<file path="config.mk">
export PLATFORM = sky130hd
export DESIGN_NAME = if_fetch_unit
export DESIGN_NICKNAME = d
export VERILOG_FILES = /design/src/rtl/if_fetch_unit.sv
export SDC_FILE = /design/constraint.sdc
export NUM_CORES = 1
export LEC_CHECK = 0
export ABC_CLOCK_PERIOD_IN_PS = 9900
export BUFFER_PORTS_ARGS = -buffer_cell sky130_fd_sc_hd__buf_2
export CORE_ASPECT_RATIO = 1.5
export CORE_MARGIN = 4
export CORE_UTILIZATION = 34
export DETAILED_ROUTE_END_ITERATION = 6
export GPL_TIMING_DRIVEN = 0
export PLACE_DENSITY = 0.52
export SKIP_LAST_GASP = 1
export SLEW_MARGIN = 20
export SYNTH_ARGS = -nofsm -noshare
export SYNTH_HDL_FRONTEND = slang
export SYNTH_SLANG_ARGS = --single-unit
</file>
<file path="constraint.sdc">
create_clock -name clk -period 9.9 [get_ports clk]
set_clock_uncertainty 0.05 [all_clocks]
set_input_delay 1.485 -clock clk [delete_from_list [all_inputs] [get_ports clk]]
set_output_delay 1.485 -clock clk [all_outputs]
set_load 0.01 [all_outputs]
</file>
<file path="src/rtl/if_fetch_unit.sv">
// Instruction fetch unit: issues sequential PC reads to instruction memory and
// buffers {pc, instr} pairs in a small FIFO that feeds the decode handshake.
module if_fetch_unit #(
  parameter int unsigned          WORD_SIZE    = 32,
  parameter int unsigned          ADDR_SIZE    = 10,
  parameter logic [ADDR_SIZE-1:0] RESET_VECTOR = '0,
  parameter int unsigned          FIFO_DEPTH   = 4
) (
  input  logic                 clk,
  input  logic                 rst,
  input  logic                 en,
  input  logic                 redirect,
  input  logic [ADDR_SIZE-1:0] redirect_target,
  output logic                 imem_req,
  output logic [ADDR_SIZE-1:0] imem_addr,
  input  logic [WORD_SIZE-1:0] imem_rdata,
  output logic                 out_valid,
  input  logic                 out_ready,
  output logic [WORD_SIZE-1:0] out_instr,
  output logic [ADDR_SIZE-1:0] out_pc
);

  localparam int unsigned          PtrW     = (FIFO_DEPTH > 1) ? $clog2(FIFO_DEPTH) : 1;
  localparam int unsigned          CntW     = PtrW + 2;
  localparam logic [CntW-1:0]      DepthCnt = CntW'(FIFO_DEPTH);
  localparam logic [ADDR_SIZE-1:0] PcStep   = ADDR_SIZE'(4);

  typedef enum logic [0:0] {StBoot, StRun} state_e;

  state_e                 state_q;
  logic [ADDR_SIZE-1:0]   pc_q;
  logic [ADDR_SIZE-1:0]   req_pc_q;
  logic                   inflight_q;
  logic [CntW-1:0]        count_q;
  logic [PtrW-1:0]        rd_ptr_q;
  logic [PtrW-1:0]        wr_ptr_q;
  logic [WORD_SIZE-1:0]   instr_q  [FIFO_DEPTH];
  logic [ADDR_SIZE-1:0]   pc_buf_q [FIFO_DEPTH];

  logic                   pop;
  logic                   push;
  logic [CntW-1:0]        occupancy;
  logic [ADDR_SIZE-1:0]   target_aligned;
  logic                   unused_tgt_lsbs;

  assign target_aligned  = {redirect_target[ADDR_SIZE-1:2], 2'b00};
  assign unused_tgt_lsbs = ^redirect_target[1:0];

  always_comb begin
    out_valid = (count_q != '0) && !rst;
    pop       = out_valid && out_ready && !redirect;
    // A response is dropped when a redirect lands in the cycle it returns.
    push      = inflight_q && !redirect && !rst;
    // Slots already promised: buffered + outstanding, minus the one leaving now.
    occupancy = count_q + CntW'(inflight_q) - CntW'(pop);
    imem_req  = en && !redirect && !rst && (state_q == StRun) && (occupancy < DepthCnt);
    imem_addr = pc_q;
    out_instr = instr_q[rd_ptr_q];
    out_pc    = pc_buf_q[rd_ptr_q];
  end

  always_ff @(posedge clk) begin
    if (rst) begin
      state_q    <= StBoot;
      pc_q       <= RESET_VECTOR;
      req_pc_q   <= RESET_VECTOR;
      inflight_q <= 1'b0;
      count_q    <= '0;
      rd_ptr_q   <= '0;
      wr_ptr_q   <= '0;
    end else begin
      state_q    <= StRun;
      inflight_q <= imem_req;
      if (imem_req) begin
        req_pc_q <= pc_q;
      end
      if (redirect) begin
        pc_q     <= target_aligned;
        count_q  <= '0;
        rd_ptr_q <= '0;
        wr_ptr_q <= '0;
      end else begin
        if (imem_req) begin
          pc_q <= pc_q + PcStep;
        end
        if (push) begin
          wr_ptr_q <= wr_ptr_q + PtrW'(1);
        end
        if (pop) begin
          rd_ptr_q <= rd_ptr_q + PtrW'(1);
        end
        count_q <= count_q + CntW'(push) - CntW'(pop);
      end
    end
  end

  // Payload storage carries no reset; it is only observed while out_valid is high.
  always_ff @(posedge clk) begin
    if (push) begin
      instr_q[wr_ptr_q]  <= imem_rdata;
      pc_buf_q[wr_ptr_q] <= req_pc_q;
    end
  end

endmodule
</file>
==> results.txt <==
Rows: 64
post-route cell area: 8571 um2
top_reg_cell synth: edfxtp_1
Area growth syn-to-layout: 19.19%
RSZ-0062 raised after global routing: false
P_leak: 2.946 nW
Setup crit end kind: primary output
first-pass GRT wire length: 21.00 mm
NumNets Final: 539
initial antenna violation count: 1
antenna diode count: 0
met3 wire length: 580 um
CTS sink count: 188
DR iter-0 viols: 216
Routability Congestion: 0.7820
Mapped Cells: 363
Die Wd: 126.7 um
gr ovfl total: 0
Hold Path Class: reg -> reg
Ports: 101
IO buf count: 94
simple logic cell fraction of the synthesized area: 3.289%
ys async rst share: 0%
cts repair resizes: 0
register area share after synthesis: 74.61%
CP arrival: 4.60 ns
post-DP HPWL: 8.582 mm
Synth Area in Adders: 2.366%
worst hold start: req_pc_q[5]
area of the core: 20580 um2
Initial Utilization: 34.94%
Post-Layout Cell Count: 756
mapped cell area: 7191 um2
met1 WL: 5.247 mm
# setup viols final: 0
routed len/inst: 17.83 um
Post-CTS Setup Inserts: 0
critical setup path kind: in -> out
Die H: 186.1 um
Total Routed Length: 13.48 mm
Final Hold Vio Count: 0
post-synthesis compound-gate area fraction: 2.140%
number of CTS-inserted buffers: 17
max-slew violation count: 0
setup TNS: 0 ns
actual slew at the worst max-slew pin: 0.7604 ns
hold buffer count at CTS: 0
Clock Tree Root: clkbuf_16
post-synthesis xor/xnor area fraction: 1.340%
critical path launch point type: input pin
Syn. warnings: 0
Skew-Pair Late Insertion Delay: 0.42 ns
largest net degree at the start of global routing: 41
main combinational cell family by area after synthesis: multiplexers
placed cell count: 724
Worst Setup SP: redirect
fin crit period: 6.139 ns
Final ANT Viol Nets: 0
Fmax achieved: 162.9 MHz
Max Used Layer: met5
max-capacitance violation count: 0
post-synth cell types: 40
# H-tree levels: 4
pre-CTS setup slack: 3.760 ns
VDD IR max: 85.65 uV
critical path required time: 8.37 ns
Pwr Density: 178.6 nW/um2
flops & latches, synth: 188
die area: 23590 um2
final routed DRC violation total: 0
R2R Path Start: count_q[2]
final worst path period share: 62.01%
Detailed Routing Iterations Pass 1: 4
number of flops mapped to enable cells by yosys: 160
number of global-route vias before repair: 3887
post-synthesis mux area share: 13.92%
fill count: 1871
Slew headroom: 48.96%
Max clock buf depth: 2
share of cells above drive strength 1: 36.79%
status: finished, final reports clean
TritonCTS clock tree: done
via density per instance: 4.741
Post-DP Area: 8018 um2
Crit Path Max Fanout: 10
Avg Cell Area, Syn: 19.81 um2
Vias: 3584
setup ws final: 3.761 ns
Worst-path clk slew: 0.07 ns
WL met2: 7.449 mm
GRT Overall Usage: 11.89%
## synthesized netlist by cell type (3+ instances only)
cell type	number	share of area, %
clkbuf_1	8	0.42
mux4_2	40	13
xnor2_1	5	0.61
inv_1	15	0.78
nor2_1	24	1.3
a21oi_1	3	0.21
o21ai_0	3	0.21
a211oi_1	4	0.42
dfxtp_1	28	7.8
mux2i_1	10	1.4
buf_2	5	0.35
nand2_1	5	0.26
and3_2	4	0.42
ha_1	12	2.1
buf_4	4	0.42
edfxtp_1	160	67
xor2_1	6	0.73
## registers in the layout, summed over array words and instances, names as in the netlist, named ones only
name and flops:
instr_q 128, pc_buf_q 32, imem_addr 8, req_pc_q 8, count_q 4, rd_ptr_q 2
wr_ptr_q 2, inflight_q 1, state_q 1
## kinds of logic after synthesis
family | after synthesis
compound gates | 22
xor+xnor | 11
fa+ha+maj | 13
buf+inv | 34
flops | 188
mux | 50
other cells | 1
simple gates | 44
## routing by layer
layer / vias up / global-route usage (%)
met2: 68 / 21.59
met1: 1835 / 12.92
met4: 2 / 4.938
li1: 1663 / -
met5: - / 0
met3: 16 / 3.560
## path summary, 6_finish.rpt
kind | endpoint | slack (ns) | cells past startpoint
max | imem_req | 3.76 | 13
min | pc_buf_q[0][5] | 0.46 | 0
max reg2reg | req_pc_q[3] | 6.57 | 12
min reg2reg | pc_buf_q[0][5] | 0.46 | 0
## layout make-up
cell class,instances,area [um2],area share (%)
clock buffers,19,432.9,5.051
flip-flops and latches,188,5365,62.60
repair buffers,94,470.5,5.489
clock inverters,13,120.1,1.401
multi-input cells,144,1688,19.69
well taps,264,330.3,3.854
plain buffers,19,107.6,1.255
inverters,15,56.30,0.6569
## power breakdown
part           switching [mW]  total (mW)  internal (mW)
sequential            0.00410       0.864          0.860
clock                   0.284       0.631          0.348
combinational          0.0195      0.0351         0.0156
## stage by stage
step           hold slack (ns)  util, %  power [mW]
3_3_place_gp            0.4294    38.89      0.9151
2_1_floorplan           0.4099        -      0.8955
6_report                0.4611    41.65       1.530
5_1_grt                 0.4869    41.65       1.592
4_1_cts                 0.4718    41.65       1.552
3_5_place_dp            0.4573    38.96      0.9170
## placed cells by master (no fill, tap or decap), types with 5 or more instances in the layout
cell type / Yosys / routed
clkbuf_16: 0 / 17
ha_1: 12 / 12
dfxtp_1: 28 / 28
xor2_1: 6 / 6
edfxtp_1: 160 / 160
inv_1: 15 / 15
mux2i_1: 10 / 10
nand2_1: 5 / 5
buf_2: 5 / 99
mux4_2: 40 / 40
xnor2_1: 5 / 5
clkbuf_1: 8 / 10
clkinvlp_4: 0 / 6
nor2_1: 24 / 24
## worst max-delay path, stage by stage
cell	delay, ns
buf_2	0.14
or2_2	0.26
buf_2	0.19
a311oi_1	0.66
ha_1	0.27
inv_1	0.04
ha_1	0.26
and3b_4	0.19
o211a_1	0.30
o21ai_1	0.39
buf_6	0.23
inv_1	0.05
buf_2	0.13
No activity file was read; power rests on OpenSTA's default activity.
